<file path="src/rtl/seg7_en_ctrl.sv">
`default_nettype none
// ============================================================================
// Module      : seg7_en_ctrl (with helper seg7_key_deb)
// Description : Upstream driver for an 8-digit scanned 7-segment display.
//               Produces the divided scan clock and an 8-bit digit-enable
//               vector. A debounced mode button cycles the enable pattern:
//               all-on, walking digit, progressive fill and blink.
// Ports       : clk       in   1  system clock
//               rst_n     in   1  asynchronous reset, active-low
//               key_mode  in   1  raw mode button, active-low, async to clk
//               key_pause in   1  raw pause button (SEG7_PAUSE_EN builds only)
//               scan_clk  out  1  50% duty scan clock, period 2*SCAN_DIV clk
//               en        out  8  digit enables, en[i]=1 lights digit i
//               mode      out  2  0 ALL, 1 WALK, 2 FILL, 3 BLINK
// Config      : define SEG7_PAUSE_EN to add key_pause and the pause feature.
// Revision    : 1.0  initial release
// ============================================================================

// ----------------------------------------------------------------------------
// seg7_key_deb: 2-FF synchronizer plus stable-low counter. Emits one
// single-cycle press pulse per low period once DEB_CYC consecutive synced-low
// samples are seen; re-armed by a single synced-high sample.
// ----------------------------------------------------------------------------
module seg7_key_deb #(
  parameter int DEB_CYC = 250_000
) (
  input  logic clk,
  input  logic rst_n,
  input  logic key_n,
  output logic press
);
  localparam int CW = (DEB_CYC > 1) ? $clog2(DEB_CYC) : 1;
  localparam logic [CW-1:0] DEB_LAST = CW'(DEB_CYC - 1);

  logic          sync1;
  logic          sync2;
  logic          armed;
  logic [CW-1:0] low_cnt;

  // Synchronizer resets to the idle (high) level; armed starts low and is
  // set by the first synced-high sample after reset.
  always_ff @(posedge clk or negedge rst_n) begin
    if (!rst_n) begin
      sync1   <= 1'b1;
      sync2   <= 1'b1;
      armed   <= 1'b0;
      low_cnt <= '0;
      press   <= 1'b0;
    end else begin
      sync1 <= key_n;
      sync2 <= sync1;
      press <= 1'b0;
      if (sync2) begin
        armed   <= 1'b1;
        low_cnt <= '0;
      end else if (armed) begin
        if (low_cnt == DEB_LAST) begin
          press   <= 1'b1;
          armed   <= 1'b0;
          low_cnt <= '0;
        end else begin
          low_cnt <= low_cnt + CW'(1);
        end
      end
    end
  end
endmodule

// ----------------------------------------------------------------------------
// seg7_en_ctrl: top level
// ----------------------------------------------------------------------------
module seg7_en_ctrl #(
  parameter int SCAN_DIV = 16,
  parameter int STEP_DIV = 25_000_000,
  parameter int DEB_CYC  = 250_000
) (
  input  logic       clk,
  input  logic       rst_n,
  input  logic       key_mode,
`ifdef SEG7_PAUSE_EN
  input  logic       key_pause,
`endif
  output logic       scan_clk,
  output logic [7:0] en,
  output logic [1:0] mode
);
  localparam int SW = (SCAN_DIV > 1) ? $clog2(SCAN_DIV) : 1;
  localparam int TW = $clog2(STEP_DIV);
  localparam logic [SW-1:0] SCAN_LAST = SW'(SCAN_DIV - 1);
  localparam logic [TW-1:0] STEP_LAST = TW'(STEP_DIV - 1);

  typedef enum logic [1:0] {
    MODE_ALL   = 2'd0,
    MODE_WALK  = 2'd1,
    MODE_FILL  = 2'd2,
    MODE_BLINK = 2'd3
  } mode_t;

  logic [SW-1:0] scan_cnt;
  logic [TW-1:0] step_cnt;
  logic          step_tick;
  logic          mode_press;
  logic          paused;
  mode_t         mode_q;
  mode_t         mode_nxt;
  logic [7:0]    en_q;
  logic [7:0]    en_nxt;

  // ---------------------------------------------------------------- scan clock
  always_ff @(posedge clk or negedge rst_n) begin
    if (!rst_n) begin
      scan_cnt <= '0;
      scan_clk <= 1'b0;
    end else if (scan_cnt == SCAN_LAST) begin
      scan_cnt <= '0;
      scan_clk <= ~scan_clk;
    end else begin
      scan_cnt <= scan_cnt + SW'(1);
    end
  end

  // ------------------------------------------------------------------ step tick
  // An accepted mode press restarts the step period so the new pattern holds
  // its initial value for a full STEP_DIV cycles.
  assign step_tick = (step_cnt == STEP_LAST);

  always_ff @(posedge clk or negedge rst_n) begin
    if (!rst_n) begin
      step_cnt <= '0;
    end else if (mode_press || step_tick) begin
      step_cnt <= '0;
    end else begin
      step_cnt <= step_cnt + TW'(1);
    end
  end

  // ------------------------------------------------------------------- buttons
  seg7_key_deb #(.DEB_CYC(DEB_CYC)) u_deb_mode (
    .clk   (clk),
    .rst_n (rst_n),
    .key_n (key_mode),
    .press (mode_press)
  );

`ifdef SEG7_PAUSE_EN
  logic pause_press;

  seg7_key_deb #(.DEB_CYC(DEB_CYC)) u_deb_pause (
    .clk   (clk),
    .rst_n (rst_n),
    .key_n (key_pause),
    .press (pause_press)
  );

  // A mode press always leaves the new pattern running.
  always_ff @(posedge clk or negedge rst_n) begin
    if (!rst_n) begin
      paused <= 1'b0;
    end else if (mode_press) begin
      paused <= 1'b0;
    end else if (pause_press) begin
      paused <= ~paused;
    end
  end
`else
  assign paused = 1'b0;
`endif

  // ---------------------------------------------------------------- mode FSM
  always_ff @(posedge clk or negedge rst_n) begin
    if (!rst_n) begin
      mode_q <= MODE_ALL;
      en_q   <= 8'hFF;
    end else begin
      mode_q <= mode_nxt;
      en_q   <= en_nxt;
    end
  end

  // A press takes priority over a coincident step tick: the pattern reloads
  // and that tick is dropped.
  always_comb begin
    mode_nxt = mode_q;
    en_nxt   = en_q;
    if (mode_press) begin
      case (mode_q)
        MODE_ALL:   begin mode_nxt = MODE_WALK;  en_nxt = 8'h01; end
        MODE_WALK:  begin mode_nxt = MODE_FILL;  en_nxt = 8'h00; end
        MODE_FILL:  begin mode_nxt = MODE_BLINK; en_nxt = 8'hFF; end
        default:    begin mode_nxt = MODE_ALL;   en_nxt = 8'hFF; end
      endcase
    end else if (step_tick && !paused) begin
      case (mode_q)
        MODE_ALL:   en_nxt = 8'hFF;
        MODE_WALK:  en_nxt = {en_q[6:0], en_q[7]};
        MODE_FILL:  en_nxt = (en_q == 8'hFF) ? 8'h00 : {en_q[6:0], 1'b1};
        default:    en_nxt = ~en_q;
      endcase
    end
  end

  assign en   = en_q;
  assign mode = mode_q;

endmodule
`default_nettype wire

</file>
<file path="config.mk">
export PLATFORM = sky130hd
export DESIGN_NAME = seg7_en_ctrl
export DESIGN_NICKNAME = d
export VERILOG_FILES = /design/src/rtl/seg7_en_ctrl.sv
export SDC_FILE = /design/constraint.sdc
export NUM_CORES = 1
export LEC_CHECK = 0
export BUFFER_PORTS_ARGS = -buffer_cell sky130_fd_sc_hd__clkbuf_2
export CORE_UTILIZATION = 49
export DETAILED_ROUTE_END_ITERATION = 7
export PLACE_DENSITY = 0.66
export REMOVE_ABC_BUFFERS = 1
export SYNTH_ARGS = -nofsm -noshare
export SYNTH_HDL_FRONTEND = slang
export SYNTH_SLANG_ARGS = --single-unit
export TNS_END_PERCENT = 20
</file>
<file path="constraint.sdc">
create_clock -name clk -period 2.8 [get_ports clk]
set_input_delay 0.7 -clock clk [delete_from_list [all_inputs] [get_ports clk]]
set_output_delay 0.7 -clock clk [all_outputs]
set_load 0.02 [all_outputs]
</file>
==> results.toml, run 1 <==
[timing]
worstMarginPinSlew_ps = 762.1
clock_skew_ps = 6.823
rsz0062_at_grt = "false"
period_needed_ps = 2364
period_share_pct = 84.43
clock.fmax_mhz = 423.0
setup_viol = 0
drv_slew = 0
finalHoldViolations = 0
relSlewSlack_pct = 49.20

[setup_path]
slowest_stage = "o41a_1"
worstReg2RegStart = "u_deb_mode.low_cnt[11]$_DFFE_PN0P_"
cp_data_required_time_ps = 3020
crit_buf_inv = 0
crit_start = "u_deb_mode.low_cnt[11]$_DFFE_PN0P_"
critPathMaxFanout = 20
start_kind = "register"
path_delay_family = "compound AO/OA/AOI/OAI gates"
critPathKind = "reg -> reg"
max_stage_delay_ps = 720
crit_path_cell_trace = "nor4_2 > nand4b_1 > o41a_1 > and3_1 > a211o_1"
worstSetupEndpointType = "register"
arrival_ps = 2590

[run]
max-cap-violations = 0

[floorplanning]
die_h_microns = 83.72
io_pins = 14
rows = 29
start_util_pct = 51.23
fp.coreArea_sq_um = 6386
die-width_microns = 83.72
die_area_sq_um = 7008

[yosys]
synth_area_leaders = "dfrtp_1 40%, dfstp_2 8.0%, xor2_1 5.4%, nand3_1 4.4%, nor2_1 4.1%"
synth-async-reset-ratio_pct = 100.0
yosysSeqAreaShare_pct = 47.80
avgSynthCellArea_sq_um = 9.539
synthTopCellsByCount = "52 x dfrtp_1, 36 x nor2_1, 33 x nand2_1"
synth_most_common_cell = "dfrtp_1"
syn-cell-area_sq_um = 3272
yosysWarnings = 0
synthCells = 343
ys_ff_latch = 62
synth.top_cell.area_share_pct = 39.77
synth_edf_count = 0
ys.flop_type = "dfrtp_1"
synth_top_cell_by_area = "dfrtp_1"
ys_types = 47

[pwr]
max-vdd-ir-drop_v = 0.0002676
power_mw = 1.602
leakage_nw = 1.559
powerDensity_nw_per_um2 = 446.3

[route]
num_vias = 2608
viasPerCell = 5.900
drt_iter0_drc = 153
drc = 0
wl_per_cell_microns = 14.29
drtAntennaViolNets = 0
routed_wl_microns = 6316
drt_first_pass_iters = 5

[global_routing]
grt_pass1_wl_microns = 11050
grt_usage_pct = 19.83
antenna_found_initial = 0
first_global_vias = 2369
gr-total-overflow = 0
grt_start_max_net_pins = 28

[clocking]
h-tree-depth = 3
worstSkewPairLatency_ps = 340
numCtsBuffers = 9
tritoncts_num_sinks = 62
cts_resized = 0
cts_tree = "yes"
cts_root_buffer = "clkbuf_8"
post-cts-setup-buffers = 0
hold_buffers = 0
clockBufferDepth = 2
clkSlewWorstSetupHoldPaths_ps = 70

[layout]
nets = 370
multi_input_area_sq_um = 1609
drive_above_1_share_pct = 12.88
design_area_sq_um = 3590
antenna_cells = 0
stdcell_count = 442
fill_cells = 599
seqCellArea_sq_um = 1564
syn_to_final_growth_pct = 9.713

[place]
dp_cells = 426
placed_cell_area_sq_um = 3430
place_congestion = 0.7950
portBuffers = 13
hpwl_microns = 4224

[status]
status = "finished clean"

[min_path]
hp-class = "in -> async"
-- placed cells by master, fill, tap and decap left out, types with 4 or more instances in the layout --
| cell type | synthesis | routed |
|---|---|---|
| clkbuf_2 | 1 | 13 |
| a21oi_1 | 15 | 15 |
| mux2i_1 | 9 | 9 |
| a31oi_1 | 4 | 4 |
| nand3_1 | 29 | 29 |
| and4_1 | 4 | 4 |
| inv_1 | 8 | 8 |
| ha_1 | 7 | 7 |
| buf_4 | 3 | 6 |
| or3_1 | 5 | 5 |
| clkbuf_8 | 0 | 9 |
| nand4_1 | 16 | 16 |
| xnor2_1 | 5 | 5 |
| and3_1 | 8 | 8 |
| nand2_1 | 33 | 33 |
| o21ai_0 | 15 | 15 |
| nor2_1 | 36 | 36 |
| xor2_1 | 20 | 20 |
| dfstp_2 | 10 | 10 |
| a211oi_1 | 6 | 6 |
| a21o_1 | 7 | 7 |
| nor3_1 | 8 | 8 |
| dfrtp_1 | 52 | 52 |
-- cell families after synthesis --
kind of cell,after synthesis,synth area share (%)
xor gates and xnor gates,25,6.692
adders and majority gates,7,2.677
AOI/OAI and AO/OA,59,11.82
and+or+nand+nor,158,24.70
buffers and inverters,22,3.212
muxes,10,3.098
DFF,62,47.80
-- metrics by stage --
stage | setup slack [ps] | setup TNS [ps] | util [%] | hold WS (ps)
detailed placement | 451.1 | 0 | 53.70 | 349.3
global placement | 514.5 | 0 | 53.70 | 347.2
CTS | 434.2 | 0 | 56.21 | 314.2
finish | 435.9 | 0 | 56.21 | 310.4
floorplan | -62.70 | -1514 | - | 345.2
global route | 305.1 | 0 | 56.21 | 342.7
-- flip-flops by register name, indices dropped and copies added (netlist names) --
signal and cells:
en 8, mode 2, scan_clk 1, scan_cnt 4, step_cnt 25, u_deb_mode.armed 1
u_deb_mode.low_cnt 18, u_deb_mode.press 1, u_deb_mode.sync1 1, u_deb_mode.sync2 1
-- worst paths after layout --
path | endpoint | slack (ps) | cells after the start
hold / removal | step_cnt[14]$_DFF_PN0_ | 310 | 1
setup reg to reg | u_deb_mode.low_cnt[10]$_DFFE_PN0P_ | 440 | 5
max in group asynchronous | u_deb_mode.sync2$_DFF_PN1_ | 1800 | 2
hold reg to reg | u_deb_mode.sync2$_DFF_PN1_ | 370 | 0
min in group clk | u_deb_mode.sync2$_DFF_PN1_ | 370 | 0
setup / recovery | u_deb_mode.low_cnt[10]$_DFFE_PN0P_ | 440 | 5
-- power by group --
group          switching [mW]  internal (mW)  leakage [nW]
Clock                   0.335          0.318        0.0764
Sequential            0.00620          0.903         0.799
Combinational          0.0282         0.0113         0.684
-- cell type report --
class,instances,area share (%)
Sequential cell,62,43.57
Tap cell,77,2.684
Clock inverter,4,0.6971
Multi-Input combinational cell,259,44.82
Inverter,8,0.8365
Clock buffer,12,3.764
Timing Repair Buffer,20,3.625
-- routing by layer --
metal / global-route usage, % / vias to the layer above / part of all wire, %
met3: 3.264 / 14 / 3.0
met5: 0 / - / 0
met1: 27.64 / 1284 / 49
li1: - / 1263 / -
met4: 11.86 / 0 / 2.5
met2: 29.05 / 47 / 45
(Power assumes the default switching activity.)
==> run 2, diff against run 1 <==
--- a/config.mk
+++ b/config.mk
@@ -8,7 +8,7 @@
 export BUFFER_PORTS_ARGS = -buffer_cell sky130_fd_sc_hd__clkbuf_2
 export CORE_UTILIZATION = 49
 export DETAILED_ROUTE_END_ITERATION = 7
-export PLACE_DENSITY = 0.66
+export PLACE_DENSITY = 0.68
 export REMOVE_ABC_BUFFERS = 1
 export SYNTH_ARGS = -nofsm -noshare
 export SYNTH_HDL_FRONTEND = slang
==> constraint.sdc (replaced) <==
create_clock -name clk -period 1.9 [get_ports clk]
set_input_delay 0.475 -clock clk [delete_from_list [all_inputs] [get_ports clk]]
set_output_delay 0.475 -clock clk [all_outputs]
set_load 0.02 [all_outputs]
==> run 2 against run 1 <==
Against the previous run:
- the run now ends with setup timing left
- largest power group unchanged
- routed wire length grew 6.4%
- total power increased by 49%
- non-clock buffer count is 25 higher
- clock power increased by 50%
- largest cell class unchanged
- register-to-register slack got worse by 620 ps
- combinational power up 90%
- count of clock-buffer cells in the layout unchanged
- die area is the same
- sequential power rose by 46%
- maximum frequency up 14%
- critical path type unchanged
- worst hold slack got worse by 190 ps
- first-iteration DRC count grew 16%
- critical endpoint is now u_deb_mode.low_cnt[0]$_DFFE_PN0P_
==> results.toml, run 2 (synthesis results as in run 1) <==
[place]
hpwl_microns = 4428
pre_cts_ws_ps = -178.9
place_congestion = 0.8067
placed_cell_area_sq_um = 3622
portBuffers = 13

[global_routing]
grt_usage_pct = 20.50
grt.busiest_layer = "met2"
use_met2_pct = 31.26
grt_pass1_wl_microns = 11490
first_global_vias = 2409
antenna_found_initial = 0
grt_start_max_net_pins = 63
use_met1_pct = 28.54
gr-total-overflow = 0
grtUsageMet3_pct = 4.847

[timing]
clock_skew_ps = 10.83
worstMarginPinSlew_ps = 1073
finalSetupTns_ps = -1674
period_needed_ps = 2080
rsz0062_at_grt = "true"
clock.fmax_mhz = 480.7
setup_viol = 14
finalHoldViolations = 0
setup_ws_ps = -180.1
drv_slew = 0
period_share_pct = 109.5
relSlewSlack_pct = 28.17

[layout]
nets = 396
antenna_cells = 0
regMostFlops = "step_cnt"
design_area_sq_um = 3835
fin_util_pct = 60.05
drive_above_1_share_pct = 19.18
final_cell_mix = "52 x dfrtp_1, 36 x nor2_1, 33 x nand2_1, 29 x nand3_1, 28 x buf_4"
syn_to_final_growth_pct = 17.21
mostFrequentLayoutCell = "dfrtp_1"
largest_register_ffs = 25

[min_path]
hp-class = "in -> async"

[setup_path]
arrival_ps = 2300
crit_path_cell_trace = "nor4_4 > nand4b_1 > o41a_1 > buf_6 > mux2_2"
r2r_slack_ps = -180
critPathMaxFanout = 9
worstSetupEndpointType = "register"
worstReg2RegStart = "u_deb_mode.low_cnt[11]$_DFFE_PN0P_"
start_kind = "register"
critPathKind = "reg -> reg"
slowest_stage = "o41a_1"
rr_worst_depth = 5
max_stage_delay_ps = 570
cp_data_required_time_ps = 2120
worstReg2RegEnd = "u_deb_mode.low_cnt[0]$_DFFE_PN0P_"

[status]
status = "complete, but fails checks"
violations = "setup timing"

[clocking]
clkSlewWorstSetupHoldPaths_ps = 70
h-tree-depth = 3
cts_tree = "yes"
numCtsBuffers = 9
clockBufferDepth = 2
worstSkewPairLatency_ps = 340
tritoncts_num_sinks = 62
cts_root_buffer = "clkbuf_8"

[floorplanning]
rows = 29
start_util_pct = 51.23
die_h_microns = 83.72
die_area_sq_um = 7008
io_pins = 14
die-width_microns = 83.72
fp.coreArea_sq_um = 6386

[route]
drt_first_pass_iters = 4
drtAntennaViolNets = 0
drc = 0
viasPerCell = 5.630
drt_iter0_drc = 177
wl_per_cell_microns = 14.36
num_vias = 2635
routed_wl_microns = 6721

[pwr]
max-vdd-ir-drop_v = 0.0003123
leakage_nw = 1.714
power_mw = 2.390
powerDensity_nw_per_um2 = 623.1

[run]
max-cap-violations = 0
==> run 2: how the worst max path moves through the flow <==
stage                                       start                            endpoint  slack [ps]  depth (start not counted)
6_report       u_deb_mode.low_cnt[11]$_DFFE_PN0P_   u_deb_mode.low_cnt[0]$_DFFE_PN0P_        -180                          5
2_1_floorplan               step_cnt[7]$_DFF_PN0_              step_cnt[10]$_DFF_PN0_        -960                          5
4_1_cts         u_deb_mode.low_cnt[5]$_DFFE_PN0P_   u_deb_mode.low_cnt[0]$_DFFE_PN0P_        -110                          4
3_5_place_dp   u_deb_mode.low_cnt[11]$_DFFE_PN0P_   u_deb_mode.low_cnt[0]$_DFFE_PN0P_        -180                          5
5_1_grt        u_deb_mode.low_cnt[11]$_DFFE_PN0P_  u_deb_mode.low_cnt[13]$_DFFE_PN0P_        -220                          6
3_3_place_gp   u_deb_mode.low_cnt[11]$_DFFE_PN0P_   u_deb_mode.low_cnt[0]$_DFFE_PN0P_         -90                          5
==> run 2: cell type report <==
| type | instances | area, sq um |
|---|---|---|
| clock inverter | 4 | 25.02 |
| inverter | 8 | 30.03 |
| multi-input combinational | 260 | 1647 |
| timing repair buffer | 45 | 337.8 |
| tap | 77 | 96.34 |
| sequential | 62 | 1564 |
| clock buffer | 12 | 135.1 |
| fill | 552 | 2551 |
==> run 2: stage by stage <==
step / hold WS, ps / std cells
after floorplan: 179.4 / 329
after global placement: 347.9 / 450
after detailed placement: 347.8 / 450
after CTS: 136.3 / 467
after global routing: 156.5 / 468
final: 123.6 / 468
==> run 2: power breakdown <==
| group | internal, mW | switching (mW) |
|---|---|---|
| logic | 0.0275 | 0.0475 |
| clock network | 0.470 | 0.510 |
| registers | 1.33 | 0.00519 |
==> run 2: worst max-delay path: cells and delay by family (launching register included) <==
kind                   cells  cell delay (ps)
AND/OR/NAND/NOR            2              540
AO/OA/AOI/OAI              1              570
multiplexers               1              250
flip-flops                 1              420
buffers and inverters      1              190
==> run 2: layer usage <==
| metal | vias up | share of wire (%) |
|---|---|---|
| met5 | - | 0 |
| met4 | 0 | 1.1 |
| met3 | 9 | 3.3 |
| met2 | 35 | 47 |
| met1 | 1256 | 49 |
| li1 | 1335 | - |
==> run 2: repair_timing <==
action                                  in CTS  in global routing
hold buffers                                 0                  0
setup buffers                                0                  1
pin swaps                                   11                  3
gates cloned                                 1                  0
resized for setup                            1                  7
endpoints found under the setup margin      14                 22
